$ cat src/rtl/eq_adapt_sequencer.sv
// eq_adapt_sequencer: sweeps equalizer frequency codes, averages eye openings per code and settles on the best one.
module eq_adapt_sequencer #(
  parameter int FREQ_MIN      = 0,
  parameter int FREQ_MAX      = 511,
  parameter int FREQ_STEP     = 16,
  parameter int SETTLE_CYCLES = 64,
  parameter int N_AVG         = 4,
  parameter int TIMEOUT       = 1024
) (
  input  logic        clk,
  input  logic        rst_n,
  input  logic        start,
  input  logic        abort,
  input  logic [11:0] opening,
  input  logic        opening_ready,
  output logic [8:0]  guess_frequency,
  output logic        busy,
  output logic        done,
  output logic [11:0] best_opening,
  output logic        timeout_err
);
  localparam int SW = $clog2(SETTLE_CYCLES + 1);
  localparam int TW = $clog2(TIMEOUT + 1);
  localparam int SH = $clog2(N_AVG);
  localparam logic [2:0] IDLE = 3'd0, SETTLE = 3'd1, MEASURE = 3'd2, COMPARE = 3'd3, STEP = 3'd4, FINISH = 3'd5;
  logic [2:0]    state;
  logic [SW-1:0] scnt;
  logic [TW-1:0] tcnt;
  logic [4:0]    ncnt;
  logic [15:0]   acc;
  logic [8:0]    best_code;
  logic          have;
  logic [11:0]   avg;
  logic [9:0]    nxt;
  assign avg  = 12'(acc >> SH);
  assign nxt  = {1'b0, guess_frequency} + 10'(FREQ_STEP);
  assign busy = state != IDLE;
  assign done = state == FINISH;
  always_ff @(posedge clk or negedge rst_n) begin
    if (!rst_n) begin
      state           <= IDLE;
      scnt            <= '0;
      tcnt            <= '0;
      ncnt            <= '0;
      acc             <= '0;
      best_code       <= 9'(FREQ_MIN);
      have            <= 1'b0;
      guess_frequency <= 9'(FREQ_MIN);
      best_opening    <= '0;
      timeout_err     <= 1'b0;
    end else if (abort) begin
      state <= IDLE;
    end else begin
      case (state)
        IDLE: if (start) begin
          guess_frequency <= 9'(FREQ_MIN);
          best_code       <= 9'(FREQ_MIN);
          best_opening    <= '0;
          have            <= 1'b0;
          acc             <= '0;
          scnt            <= '0;
          timeout_err     <= 1'b0;
          state           <= SETTLE;
        end
        SETTLE: if (scnt == SW'(SETTLE_CYCLES - 1)) begin
          scnt  <= '0;
          ncnt  <= '0;
          tcnt  <= '0;
          state <= MEASURE;
        end else scnt <= scnt + 1'b1;
        MEASURE: if (opening_ready) begin
          acc  <= acc + 16'(opening);
          ncnt <= ncnt + 5'd1;
          tcnt <= '0;
          if (ncnt == 5'(N_AVG - 1)) state <= COMPARE;
        end else if (tcnt == TW'(TIMEOUT - 1)) begin
          timeout_err     <= 1'b1;
          guess_frequency <= have ? best_code : 9'(FREQ_MIN);
          state           <= IDLE;
        end else tcnt <= tcnt + 1'b1;
        COMPARE: begin
          // strict compare keeps the earlier code on ties
          if (!have || avg > best_opening) begin
            best_opening <= avg;
            best_code    <= guess_frequency;
          end
          have  <= 1'b1;
          state <= STEP;
        end
        STEP: if (nxt > 10'(FREQ_MAX)) state <= FINISH;
        else begin
          guess_frequency <= nxt[8:0];
          acc             <= '0;
          scnt            <= '0;
          state           <= SETTLE;
        end
        FINISH: begin
          guess_frequency <= best_code;
          state           <= IDLE;
        end
        default: state <= IDLE;
      endcase
    end
  end
endmodule

$ cat config.mk
export PLATFORM = sky130hd
export DESIGN_NAME = eq_adapt_sequencer
export DESIGN_NICKNAME = d
export VERILOG_FILES = /design/src/rtl/eq_adapt_sequencer.sv
export SDC_FILE = /design/constraint.sdc
export NUM_CORES = 1
export LEC_CHECK = 0
export BUFFER_PORTS_ARGS = -buffer_cell sky130_fd_sc_hd__buf_2
export CORE_UTILIZATION = 60
export CTS_CLUSTER_DIAMETER = 30
export DETAILED_ROUTE_END_ITERATION = 6
export PLACE_DENSITY = 0.92
export SYNTH_ARGS = -nofsm -noshare
export SYNTH_HDL_FRONTEND = slang
export SYNTH_SLANG_ARGS = --single-unit
export TNS_END_PERCENT = 5
$ cat constraint.sdc
create_clock -name clk -period 7.02 [get_ports clk]
set_input_delay 0.351 -clock clk [delete_from_list [all_inputs] [get_ports clk]]
set_output_delay 0.351 -clock clk [all_outputs]
set_load 0.1 [all_outputs]
==> summary.md <==
| Metric | Value |
|---|---|
| Status | completed |
| Slack of the worst reg-to-reg path | 3920 ps |
| Mapped Cells | 470 |
| FF-to-FF End | best_code[0] |
| Share of final-layout standard cells stronger than drive strength 1 | 0.148 |
| Crit path max fanout | 11 |
| Final count of hold timing violations | 0 |
| Remaining global-route overflow | 0 |
| Die H | 86.9 µm |
| Final weighted congestion of routability-driven global placement | between 0.8 and 0.9 |
| Compound-gate portion of the synthesized area | 0.178 |
| Cell area power density | 265 mW/mm² |
| Launching instance or port of the critical path | acc[3] |
| Mapped Avg Cell Area | 9.20 µm² |
| Standard cell core area | just under 0.007 mm² |
| Setup_tns | 0 ps |
| Category of cells accounting for the largest share of critical-path delay | compound AO/OA/AOI/OAI gates |
| Yosys cell types | 55 |
| Post-route ant nets | 0 |
| Die span in x | 86.9 µm |
| Type of destination of the critical path | flop |
| Antenna violations before repair | 0 |
| Final Skew | 6.79 ps |
| Worst hold slack after final layout | 198 ps |
| Tightest Pin Transition | roughly 1100 ps |
| Master of the slowest instance on the critical path | o211ai_2 |
| Time the final worst path needs with I/O delays and setup | between 3000 and 4000 ps |
| Arrival time at the worst endpoint | between 3000 and 4000 ps |
| Wire length of the first global-routing pass | 16.7 mm |
| Post-synth EDFFs | 0 |
| Vias after detailed routing | ~3800 |
| Cell-by-cell listing of the critical path | ha_1 -> nor2b_1 -> o211ai_1 -> a211oi_1 -> or4b_1 -> o211ai_2 -> buf_4 -> mux2_2 |
| Synth Register Bits | 72 |
| FFs w/ async S/R, synth | 1.00 |
| Fraction of met3 tracks used by global routing | 0.0531 |
| Most common cell after layout, fill and taps aside | dfrtp_1 |
| Xor/xnor cell area share of the yosys netlist | 0.0162 |
| Initial standard-cell utilization of the core | 0.630 |
| Most Crowded Layer GR | met2 |
| Hold/Removal Path Class | primary input to asynchronous set/reset pin |
| Fin crit share | 0.442 |
| Required time of the critical path | 7260 ps |
| Signed area change from the synthesized netlist to the final layout | 11.2% |
| Buffer count from post-CTS setup fixing | 0 |
| Largest net degree at the start of global routing | 73 |
| Final Power | 1.28 mW |
| Largest buffer count on any clock path | 2 |
| Post-detailed-placement half-perimeter wirelength | 7.06 mm |
| Synthesized-area fraction occupied by adder cells | 0.0885 |
| Cell area after synthesis | roughly 0.0043 mm² |
| Nets | 555 |
| Combinational family with the most area after synthesis | simple AND/OR/NAND/NOR gates |
| Critical path's largest stage delay | 630 ps |
| IR drop worst, VDD | 0.119 mV |
| Worst path bufs/invs | 1 |
| Max-cap violation count | 0 |
| Number of I/O port buffers | 40 |
| Worst slew slack as a fraction of its limit | 0.243 |
| Clock tree from TritonCTS | yes |
| Count of clock tree sinks | 72 |
| Critical R2R Launch | acc[3] |
| Proportion of synthesized area in mux cells | 0.0657 |
| DR pass1 iterations | 6 |
| Average detailed-routed wire length per instance | around 17 µm |
| Layout fillers | 510 |
| Synth Flop Type | dfrtp_1 |
| Latest clock arrival within the worst-skew pair | 360 ps |
| Total of cells resized after clock tree synthesis | 0 |
| Met1 demand-to-capacity share in global routing | 0.360 |
| Yosys warning count | 0 |
| Number of buffers created by CTS | 9 |
| Launching element type of the critical path | flop |
| Routed wire length | 10.1 mm |
| Worst Reg-to-Reg Cells | 8 |
| Reg clk slew, reported paths | 80 ps |
| Total global-route track usage | 0.289 |
| Detailed Route Iter0 Violations | 424 |
| Setup Crit Path Kind | flop to flop |
| Synth Net Count | just over 500 |
| Setup-violating endpoint count in the final report | 0 |
| IO Pins | 41 |
| Sequential fraction of the synthesis area | 0.417 |
| Die footprint | roughly 0.0076 mm² |
| Vias in the first global route | 3559 |
| Leading cell types in the layout, fill and taps excluded | dfrtp_1 (72), nand2_1 (55), o21ai_0 (42) |
| DRC violations left | 0 |
| Max Clk Rate | about 320 MHz |
| Hold buffer count at CTS | 0 |
| Via-to-Cell Ratio | between 6 and 7 |
| Area fraction in and, or, nand and nor cells after synthesis | 0.190 |
| Number of max-slew violations in the final report | 0 |
| Row count | 30 |
| Unrepaired setup endpoints after global routing | false |
| CTS root buf | clkbuf_8 |
| H-Tree Depth | 3 |
| Leak | around 2.3 nW |
| Met2 global-route usage | 0.483 |
| Antenna diode count | 0 |
[cell type report]
class,count,area [µm²],area share
well taps,96,120,0.0250
clock buffers,10,138,0.0286
clock inverters,6,82.6,0.0172
flip-flops and latches,72,1800,0.375
repair buffers,42,215,0.0447
inverters,33,124,0.0257
multi-input cells,350,2330,0.484
[metrics by stage]
step	instances	instance area, µm²	setup slack [ps]	util
final	609	4810	3920	0.700
after global routing	609	4810	3750	0.700
after CTS	609	4810	3920	0.700
after detailed placement	593	4590	3940	0.668
after global placement	593	4590	4040	0.668
after floorplan	470	4330	3920	-
[where the power goes]
| part | switching [mW] | internal, mW | total, mW |
|---|---|---|---|
| logic | 0.278 | 0.139 | 0.417 |
| registers | 0.0471 | 0.442 | 0.489 |
| clock network | 0.162 | 0.208 | 0.370 |
| total | 0.488 | 0.789 | 1.28 |
[worst register-to-register path, cell delays in order, from the launching register on]
cell and delay, ps:
dfrtp_1 440, ha_1 310, nor2b_1 130, o211ai_1 150, a211oi_1 100, or4b_1 530, o211ai_2 630, buf_4 340
mux2_2 370
[sequential cells by signal, summed over array words and instances, names as in the netlist]
signal and cells:
best_opening 12, best_code 9, timeout_err 1, have 1, scnt 7, state 3
ncnt 5, acc 14, tcnt 11, guess_frequency 9
[logic make-up after synthesis]
| family | Yosys count |
|---|---|
| adder cells (fa/ha/maj) | 30 |
| flip-flops | 72 |
| multiplexers | 27 |
| buffers and inverters | 48 |
| XOR/XNOR | 8 |
| AO/OA/AOI/OAI | 122 |
| AND/OR/NAND/NOR | 163 |
[worst max path at each step]
stage                           end  slack, ps  depth (start not counted)
finish                 best_code[0]       3920                          8
global route           best_code[2]       3750                          8
CTS                    best_code[3]       3920                          8
detailed placement     best_code[3]       3940                          8
global placement       best_code[1]       4040                          8
floorplan           best_opening[0]       3920                          9
[synthesized netlist by cell type (3+ instances only)]
| cell type | instances | area (µm²) |
|---|---|---|
| o41ai_1 | 3 | 26.3 |
| xnor2_1 | 3 | 26.3 |
| nor3_1 | 11 | 55.1 |
| a31oi_1 | 6 | 37.5 |
| nor2_1 | 27 | 101 |
| o31ai_1 | 8 | 60.1 |
| o21ai_0 | 42 | 210 |
| ha_1 | 29 | 363 |
| clkbuf_1 | 9 | 33.8 |
| xor2_1 | 5 | 43.8 |
| a22o_1 | 4 | 35.0 |
| and3_1 | 6 | 37.5 |
| or3_1 | 5 | 31.3 |
| mux2i_1 | 19 | 190 |
| o21a_1 | 5 | 37.5 |
| a21o_1 | 6 | 45.0 |
| inv_1 | 33 | 124 |
| nor3b_1 | 4 | 30.0 |
| nor2b_1 | 6 | 37.5 |
| nand2_1 | 55 | 206 |
| mux2_2 | 7 | 78.8 |
| o211ai_1 | 5 | 37.5 |
| nand4_1 | 4 | 25.0 |
| a21oi_1 | 28 | 140 |
| nand2b_1 | 6 | 37.5 |
| or4_1 | 5 | 37.5 |
| buf_4 | 3 | 22.5 |
| dfrtp_1 | 72 | 1800 |
| nor4_1 | 3 | 18.8 |
| nand3_1 | 15 | 75.1 |
| a211oi_1 | 5 | 37.5 |
| or2_2 | 3 | 18.8 |
[layer usage]
metal | routed length [µm] | part of all wire | vias up
met2 | 5030 | 0.50 | 165
li1 | - | - | 1764
met3 | 632 | 0.063 | 31
met5 | 0 | 0 | -
met1 | 4130 | 0.41 | 1809
met4 | 294 | 0.029 | 0
Power figures use the tool's default switching activity.
